==> src/rtl/hwpe_cfg_target.sv <==
// Peripheral-bus configuration target for a hardware processing engine:
// register file, acquire/trigger/done job FSM and per-core end-of-job events.
module hwpe_cfg_target #(
  parameter int ID_WIDTH = 8,
  parameter int N_CORES  = 8,
  parameter int N_REGS   = 16
) (
  input  logic                           clk_i,
  input  logic                           rst_ni,
  input  logic                           periph_req_i,
  output logic                           periph_gnt_o,
  input  logic [31:0]                    periph_add_i,
  input  logic                           periph_wen_i,
  input  logic [3:0]                     periph_be_i,
  input  logic [31:0]                    periph_data_i,
  input  logic [ID_WIDTH-1:0]            periph_id_i,
  output logic [31:0]                    periph_r_data_o,
  output logic                           periph_r_valid_o,
  output logic [ID_WIDTH-1:0]            periph_r_id_o,
  output logic                           start_o,
  input  logic                           done_i,
  output logic                           busy_o,
  output logic [N_CORES-1:0][1:0]        evt_o,
  output logic [N_REGS-1:0][31:0]        regs_o,
  output logic [1:0]                     dbg_state
);

  // Handshake: every cycle with periph_req_i high is granted in that same
  // cycle; exactly one response (r_valid high for one cycle) follows on the
  // next cycle, carrying the captured ID. No back-pressure exists.

  typedef enum logic [1:0] {
    IDLE     = 2'd0,
    ACQUIRED = 2'd1,
    RUNNING  = 2'd2
  } state_e;

  localparam logic [5:0] W_TRIGGER = 6'd0;
  localparam logic [5:0] W_ACQUIRE = 6'd1;
  localparam logic [5:0] W_STATUS  = 6'd3;
  localparam logic [5:0] W_JOB_ID  = 6'd4;
  localparam logic [5:0] W_CLEAR   = 6'd5;
  localparam logic [4:0] NR        = 5'(N_REGS);

  state_e                   state;
  logic [7:0]               job_cnt;
  logic [N_REGS-1:0][31:0]  job_regs;
  logic                     evt_pulse;

  logic [5:0]  word;
  logic        is_rd, is_wr;
  logic        hit_trigger, hit_acquire, hit_clear;
  logic        reg_hit, reg_wr;
  logic [31:0] rd_data;
  logic        unused_add;

  assign word        = periph_add_i[7:2];
  assign unused_add  = ^{periph_add_i[31:8], periph_add_i[1:0]};
  assign is_rd       = periph_req_i & periph_wen_i;
  assign is_wr       = periph_req_i & ~periph_wen_i;
  assign hit_trigger = is_wr && (word == W_TRIGGER);
  assign hit_acquire = is_rd && (word == W_ACQUIRE);
  assign hit_clear   = is_wr && (word == W_CLEAR);
  assign reg_hit     = (word[5:4] == 2'b01) && ({1'b0, word[3:0]} < NR);
  assign reg_wr      = is_wr && reg_hit;

  assign periph_gnt_o = periph_req_i;
  assign busy_o       = (state == RUNNING);
  assign regs_o       = job_regs;
  assign dbg_state    = state;

  always_comb begin
    for (int c = 0; c < N_CORES; c++) begin
      evt_o[c] = {1'b0, evt_pulse};
    end
  end

  // Read data always reflects the state of the request cycle.
  always_comb begin
    rd_data = '0;
    case (word)
      W_ACQUIRE: rd_data = (state == IDLE) ? {24'b0, job_cnt} : 32'hFFFF_FFFF;
      W_STATUS:  rd_data = {30'b0, state == ACQUIRED, state == RUNNING};
      W_JOB_ID:  rd_data = {24'b0, job_cnt};
      default: begin
        for (int k = 0; k < N_REGS; k++) begin
          if (reg_hit && (word[3:0] == 4'(k))) rd_data = job_regs[k];
        end
      end
    endcase
  end

  always_ff @(posedge clk_i) begin
    if (!rst_ni) begin
      state            <= IDLE;
      job_cnt          <= '0;
      job_regs         <= '0;
      evt_pulse        <= 1'b0;
      start_o          <= 1'b0;
      periph_r_valid_o <= 1'b0;
      periph_r_data_o  <= '0;
      periph_r_id_o    <= '0;
    end else begin
      periph_r_valid_o <= periph_req_i;
      periph_r_data_o  <= is_rd ? rd_data : 32'h0;
      if (periph_req_i) periph_r_id_o <= periph_id_i;
      start_o   <= 1'b0;
      evt_pulse <= 1'b0;

      // Soft clear overrides any same-cycle completion: no event, no count.
      if (hit_clear) begin
        state    <= IDLE;
        job_regs <= '0;
      end else begin
        case (state)
          IDLE: if (hit_acquire) state <= ACQUIRED;
          ACQUIRED: begin
            if (hit_trigger) begin
              state   <= RUNNING;
              start_o <= 1'b1;
            end
          end
          RUNNING: begin
            if (done_i) begin
              state     <= IDLE;
              job_cnt   <= job_cnt + 8'd1;
              evt_pulse <= 1'b1;
            end
          end
          default: state <= IDLE;
        endcase

        // Job registers are frozen while the engine consumes them.
        if (reg_wr && (state != RUNNING)) begin
          for (int k = 0; k < N_REGS; k++) begin
            for (int b = 0; b < 4; b++) begin
              if ((word[3:0] == 4'(k)) && periph_be_i[b]) begin
                job_regs[k][8*b +: 8] <= periph_data_i[8*b +: 8];
              end
            end
          end
        end
      end
    end
  end

endmodule
==> config.mk <==
export PLATFORM = sky130hd
export DESIGN_NAME = hwpe_cfg_target
export DESIGN_NICKNAME = d
export VERILOG_FILES = /design/src/rtl/hwpe_cfg_target.sv
export SDC_FILE = /design/constraint.sdc
export NUM_CORES = 1
export LEC_CHECK = 0
export ABC_AREA = 1
export BUFFER_PORTS_ARGS = -buffer_cell sky130_fd_sc_hd__buf_2
export CORE_AREA = 2 2 252 254
export CTS_BUF_LIST = sky130_fd_sc_hd__clkbuf_16
export CTS_CLUSTER_DIAMETER = 120
export DETAILED_ROUTE_END_ITERATION = 10
export DIE_AREA = 0 0 254 256
export PLACE_DENSITY = 0.73
export SKIP_CTS_REPAIR_TIMING = 1
export SLEW_MARGIN = 20
export SYNTH_ARGS = -nofsm -noshare
export SYNTH_HDL_FRONTEND = slang
export SYNTH_SLANG_ARGS = --single-unit
==> constraint.sdc <==
create_clock -name clk_i -period 4.2 [get_ports clk_i]
set_input_delay 0.42 -clock clk_i [delete_from_list [all_inputs] [get_ports clk_i]]
set_output_delay 0.42 -clock clk_i [all_outputs]
set_load 0.1 [all_outputs]
Yosys cells after proc, flatten, opt, wreduce, memory -nomap -nowiden
Cells that the tools add are included.
- flip-flop bits (word level): 565
- latch bits: 0
- memory bits (writable): 0
- ROM bits: 0
- output and inout port bits: 574
- word-level logic and storage cells: 287
- memories kept: 0
- add/subtract/negate cells: 1
- multiply operators: 0
- divide/modulo/power cells: 0
- $lt $le $gt $ge: 0
- equal/unequal tests: 26
- shifts and indexed selects: 0
- multiplexer cells: 24
- bitwise logic cells: 7
- reductions and logical operators: 158
- operator list (kind ; number):
    $mux W32 ; 17
    $reduce_and A2 Y1 ; 65
    $pmux W32 S3 ; 1
    $logic_and A1 B1 Y1 ; 85
    $eq A4 B4 Y1 const B ; 8
    $eq A4 B3 Y1 const B ; 4
    $eq A6 B3 Y1 const B ; 2
    $add A8 B1 Y8 const B ; 1
    $eq A4 B2 Y1 const B ; 2
    $ne A2 B2 Y1 const B ; 4
    $eq A6 B1 Y1 const B ; 1
    $eq A6 B2 Y1 const B ; 1
    $logic_not A6 Y1 ; 1
    $mux W2 ; 3
    $pmux W2 S3 ; 1
    $reduce_and A3 Y1 ; 2
    $reduce_or A3 Y1 ; 2
    $not A1 Y1 ; 5
    $eq A2 B1 Y1 const B ; 2
    $eq A4 B1 Y1 const B ; 1
    $logic_not A4 Y1 ; 1
    $and A1 B1 Y1 ; 2
    $eq A2 B2 Y1 const B ; 1
    $logic_not A2 Y1 ; 1
    2 further kinds ; 3

Depth between registers and ports, before layout
- word-level depth: 19
- mapped depth: 18

Worst setup path after synthesis
No wires, ideal clock.
- path kind: reg-to-reg
- start point: register state[1] (netlist: dbg_state[1])
- end point: register job_cnt[7]
- library setup time: 117 ps
- data arrival time: 3761 ps
- data required time: 4083 ps
- setup slack: 322 ps
- stages on the path, launching flop included: 11
- buffers on the path: 0
- clock period less this slack: 3878 ps
- cells stage by stage: dfxtp_1 -> inv_1 -> nor2_1 -> inv_1 -> nor3_2 -> inv_2 -> nor2_1 -> nand3_1 -> nor3_2 -> and3_1 -> nor3_2
- longest elaborated chain between the ends: 2
- ends and longest elaborated chain (what ; RTL line ; source):
    from (decl) ; 45 ; state_e state;
    from (signal assigned) ; 95 ; state <= IDLE;
    from (signal assigned) ; 112 ; state <= IDLE;
    from (signal assigned) ; 116 ; IDLE: if (hit_acquire) state <= ACQUIRED;
    $eq A2 B2 Y1 ; - ;
    via busy_o ; 22 ; output logic busy_o,
    $reduce_and A3 Y1 (no line) ; - ;
    to (signal assigned) ; 126 ; job_cnt <= job_cnt + 8'd1;
    to (decl) ; 46 ; logic [7:0] job_cnt;
The timed path passes the listed nets, and every way through them passes these cells.
A chain may end at the register's enable or synchronous reset.

Worst setup path after layout
- start point: register state[0] (netlist: dbg_state[0])
- end point: register job_regs, in the netlist regs_o[394]
- longest elaborated chain between the ends: 3
- ends and longest elaborated chain (what ; RTL line ; source):
    $ne A2 B2 Y1 ; 134 ; if (reg_wr && (state != RUNNING)) begin
    $logic_and A1 B1 Y1 ; 134 ;
    $reduce_and A2 Y1 (no line) ; - ;
    to (signal, indexed assignment) ; 138 ; job_regs[k][8*b +: 8] <= periph_data_i[8*b +: 8];
    to (decl) ; 47 ; logic [N_REGS-1:0][31:0] job_regs;
Every way passes these cells.

==> impl_results.md <==
- Min Clock Period, post-route: approximately 2.8 ns
- Flops & latches, synth: between 500 and 600
- Register area share after synthesis: 45.69%
- Max Buffers Root-to-Sink: 3
- Top delay family on crit path: simple AND/OR/NAND/NOR gates
- Area Overhead vs Synth: 21.82%
- Worst path max stage delay: approximately 0.73 ns
- CTS tree: built
- Crit. End Element: flop
- IO Pins: roughly 660
- Mapped Cells: about 3.6k
- Die Y: roughly 260 um
- DPL Wire Length: 78110 um
- H-tree lvl count: 2
- Fin Setup TNS: 0 ns
- Final setup fails: 0
- Vias per inst: 5.245
- Avg WL per Cell: 20.83 um
- Routed Antenna Nets: 0
- Fin cells: around 5k
- Global Route Usage Sum: between 30% and 40%
- Pleak: 13.09 nW
- Num CTS Buffers: 58
- Largest net degree at the start of global routing: 183
- Die Wd: between 200 and 300 um
- Sink Count: about 570
- Iter 0 DRT Violations: roughly 2.6k
- CP most frequent cell: nor2_1
- Row count: between 90 and 100
- Top_reg_cell synth: dfxtp_1
- Worst-margin pin slew: about 1.2 ns
- Die area: 65020 um2
- Fmax: approximately 350 MHz
- Outcome: complete, no violations
- Ratio of cells with drive above 1 in the final layout: roughly a fifth
- Pre-antenna DRT Iters: 7
- Buffers and inverters on the worst path: 1
- Max VDD drop: around 330 uV
- Slew Limit Headroom: 20.80%
- DR vias: about 26k
- Latest clock arrival within the worst-skew pair: 0.62 ns
- Critical Path AT: 3.30 ns
- Clock root cell: clkbuf_16
- Worst Setup Start Kind: flop
- Hold/Removal Path Class: in -> reg
- RSZ-0062 raised after global routing: no
- Crit share post-route: between 60% and 70%
- Syn Area/Cell: 6.907 um2
- Final clock skew: 0.01646 ns
- Nets: 4160
- First-pass GRT wire length: 152500 um
- Final hold violation count: 0
- Grt ovf: 0
- Mapped Area: approximately 25000 um2
- Max-cap violations: 0
- CP cell instances: nor2_1, nor3_4, nand2_4, nor2_1, inv_2, nor2_1, a211oi_1
- # port buffers: 620
- CP Class: reg -> reg
- Vias in the first global route: 24.25k
- P per Cell Area: between 300 and 400 nW/um2
- CP Data Required Time: ~4.7 ns
- GP Congestion: between 0.9 and 1
- Yosys warnings: 0
- Post-synth EDFFs: 0
- Critical path peak fanout: 15
- Core ar.: 62390 um2
- Dpl cells: 4864
- Async set-or-reset flop fraction in the synthesized netlist: 0%
- Fin. max-slew vios: 0
- Drt drc: 0
- Initial antenna violation count: 0
- CP max stage cell: nor3_4
- Unique masters post-synth: 30
- Total wire length: between 100000 and 150000 um
- Starting Density: approximately 40%
- Clk slew on worst S/H paths: around 0.06 ns
-- path summary, 6_finish.rpt --
kind,cells after the start,startpoint,to,slack (ns)
worst min register to register,2,regs_o[504]$_SDFFE_PP0P_,regs_o[504]$_SDFFE_PP0P_,0.47
worst max-delay path,7,dbg_state[0]$_SDFFE_PP0P_,regs_o[394]$_SDFFE_PP0P_,1.35
worst max register to register,7,dbg_state[0]$_SDFFE_PP0P_,regs_o[394]$_SDFFE_PP0P_,1.35
worst min-delay path,3,periph_id_i[7],periph_r_id_o[7]$_SDFFE_PN0P_,0.03
-- synth_stat cells (22+ instances only) --
cell type / instances / area, um2
inv_1: 325 / 1220
nand4_1: 95 / 594.3
nor2_1: 833 / 3127
clkbuf_1: 84 / 315.3
o21ai_0: 46 / 230.2
nor3_1: 246 / 1231
buf_2: 71 / 355.3
dfxtp_1: 565 / 11310
a211oi_1: 167 / 1254
a21oi_1: 147 / 735.7
nand3_1: 80 / 400.4
buf_4: 22 / 165.2
buf_1: 45 / 168.9
nand2_1: 744 / 2793
nor2_2: 29 / 181.4
inv_2: 23 / 86.33
-- layer usage --
metal / global-route usage, % / share of wire (%)
met5: 0 / 0
met4: 15.52 / 5.5
met3: 6.621 / 9.4
met2: 50.51 / 47
met1: 37.86 / 38
-- through the flow --
step	setup WS, ns	total power, W	util (%)	instance area (um2)	hold slack [ns]
after floorplan	0.3217	0.005920	-	24780	0.4568
after global placement	0.9455	0.006107	45.21	28200	0.4567
after detailed placement	0.8930	0.006108	45.21	28200	0.4601
after CTS	1.350	0.01142	48.33	30150	0.008106
after global routing	1.098	0.01166	48.33	30150	0.01247
final	1.351	0.01139	48.34	30160	0.03399
-- layout by cell type, fill, tap and decap left out --
master,count
and3_1,1
nand2_1,744
nand2_2,5
diode_2,3
clkinv_2,12
nand3_1,80
nor2_8,3
buf_4,34
nor3_1,246
nor3b_1,1
dfxtp_1,565
nor2_2,34
buf_12,3
clkinvlp_4,2
clkbuf_16,61
inv_2,23
buf_2,620
nor3_2,3
conb_1,8
nor2_4,18
ha_1,1
a21oi_1,147
nor2_1,826
o21ai_0,45
o21ai_4,1
inv_1,337
or2_0,7
nand4_1,95
nand2_4,5
bufinv_16,8
or2_2,5
a211oi_1,167
clkinv_1,19
nor3_4,1
inv_6,1
-- final cells by class --
cell class | count | area [um2]
flip-flops and latches | 565 | 11310
multi-input cells | 2443 | 11090
repair buffers | 657 | 3418
well taps | 846 | 1059
clock inverters | 49 | 421.7
clock buffers | 61 | 1526
diodes | 3 | 7.507
inverters | 353 | 1325
fillers | 6353 | 32230
-- where the power goes --
| part | leakage [nW] | internal (W) | switching [W] |
|---|---|---|---|
| logic | 7.54 | 0.0000791 | 0.000531 |
| registers | 4.55 | 0.00537 | 0.0000107 |
| clock network | 1.00 | 0.00310 | 0.00230 |
| total | 13.1 | 0.00855 | 0.00284 |
-- sequential cells by signal, summed over array words and instances (netlist names) --
register,cells
regs_o,512
dbg_state,2
periph_r_data_o,32
job_cnt,8
periph_r_valid_o,1
periph_r_id_o,8
evt_pulse,1
start_o,1
-- cells by family after synthesis --
group / count (synthesis) / synth area share [%]
and+or+nand+nor: 2074 / 35.50
DFF: 565 / 45.69
AOI/OAI and AO/OA: 360 / 8.966
buffers and inverters: 583 / 9.775
adders and majority gates: 1 / 0.05053
other: 1 / 0.01515
-- worst register-to-register path, cell delays in order (launching register included) --
cell,delay [ns]
dfxtp_1,0.38
nor2_1,0.14
nor3_4,0.74
nand2_4,0.40
nor2_1,0.60
inv_2,0.22
nor2_1,0.15
a211oi_1,0.05
(Power assumes the default switching activity.)
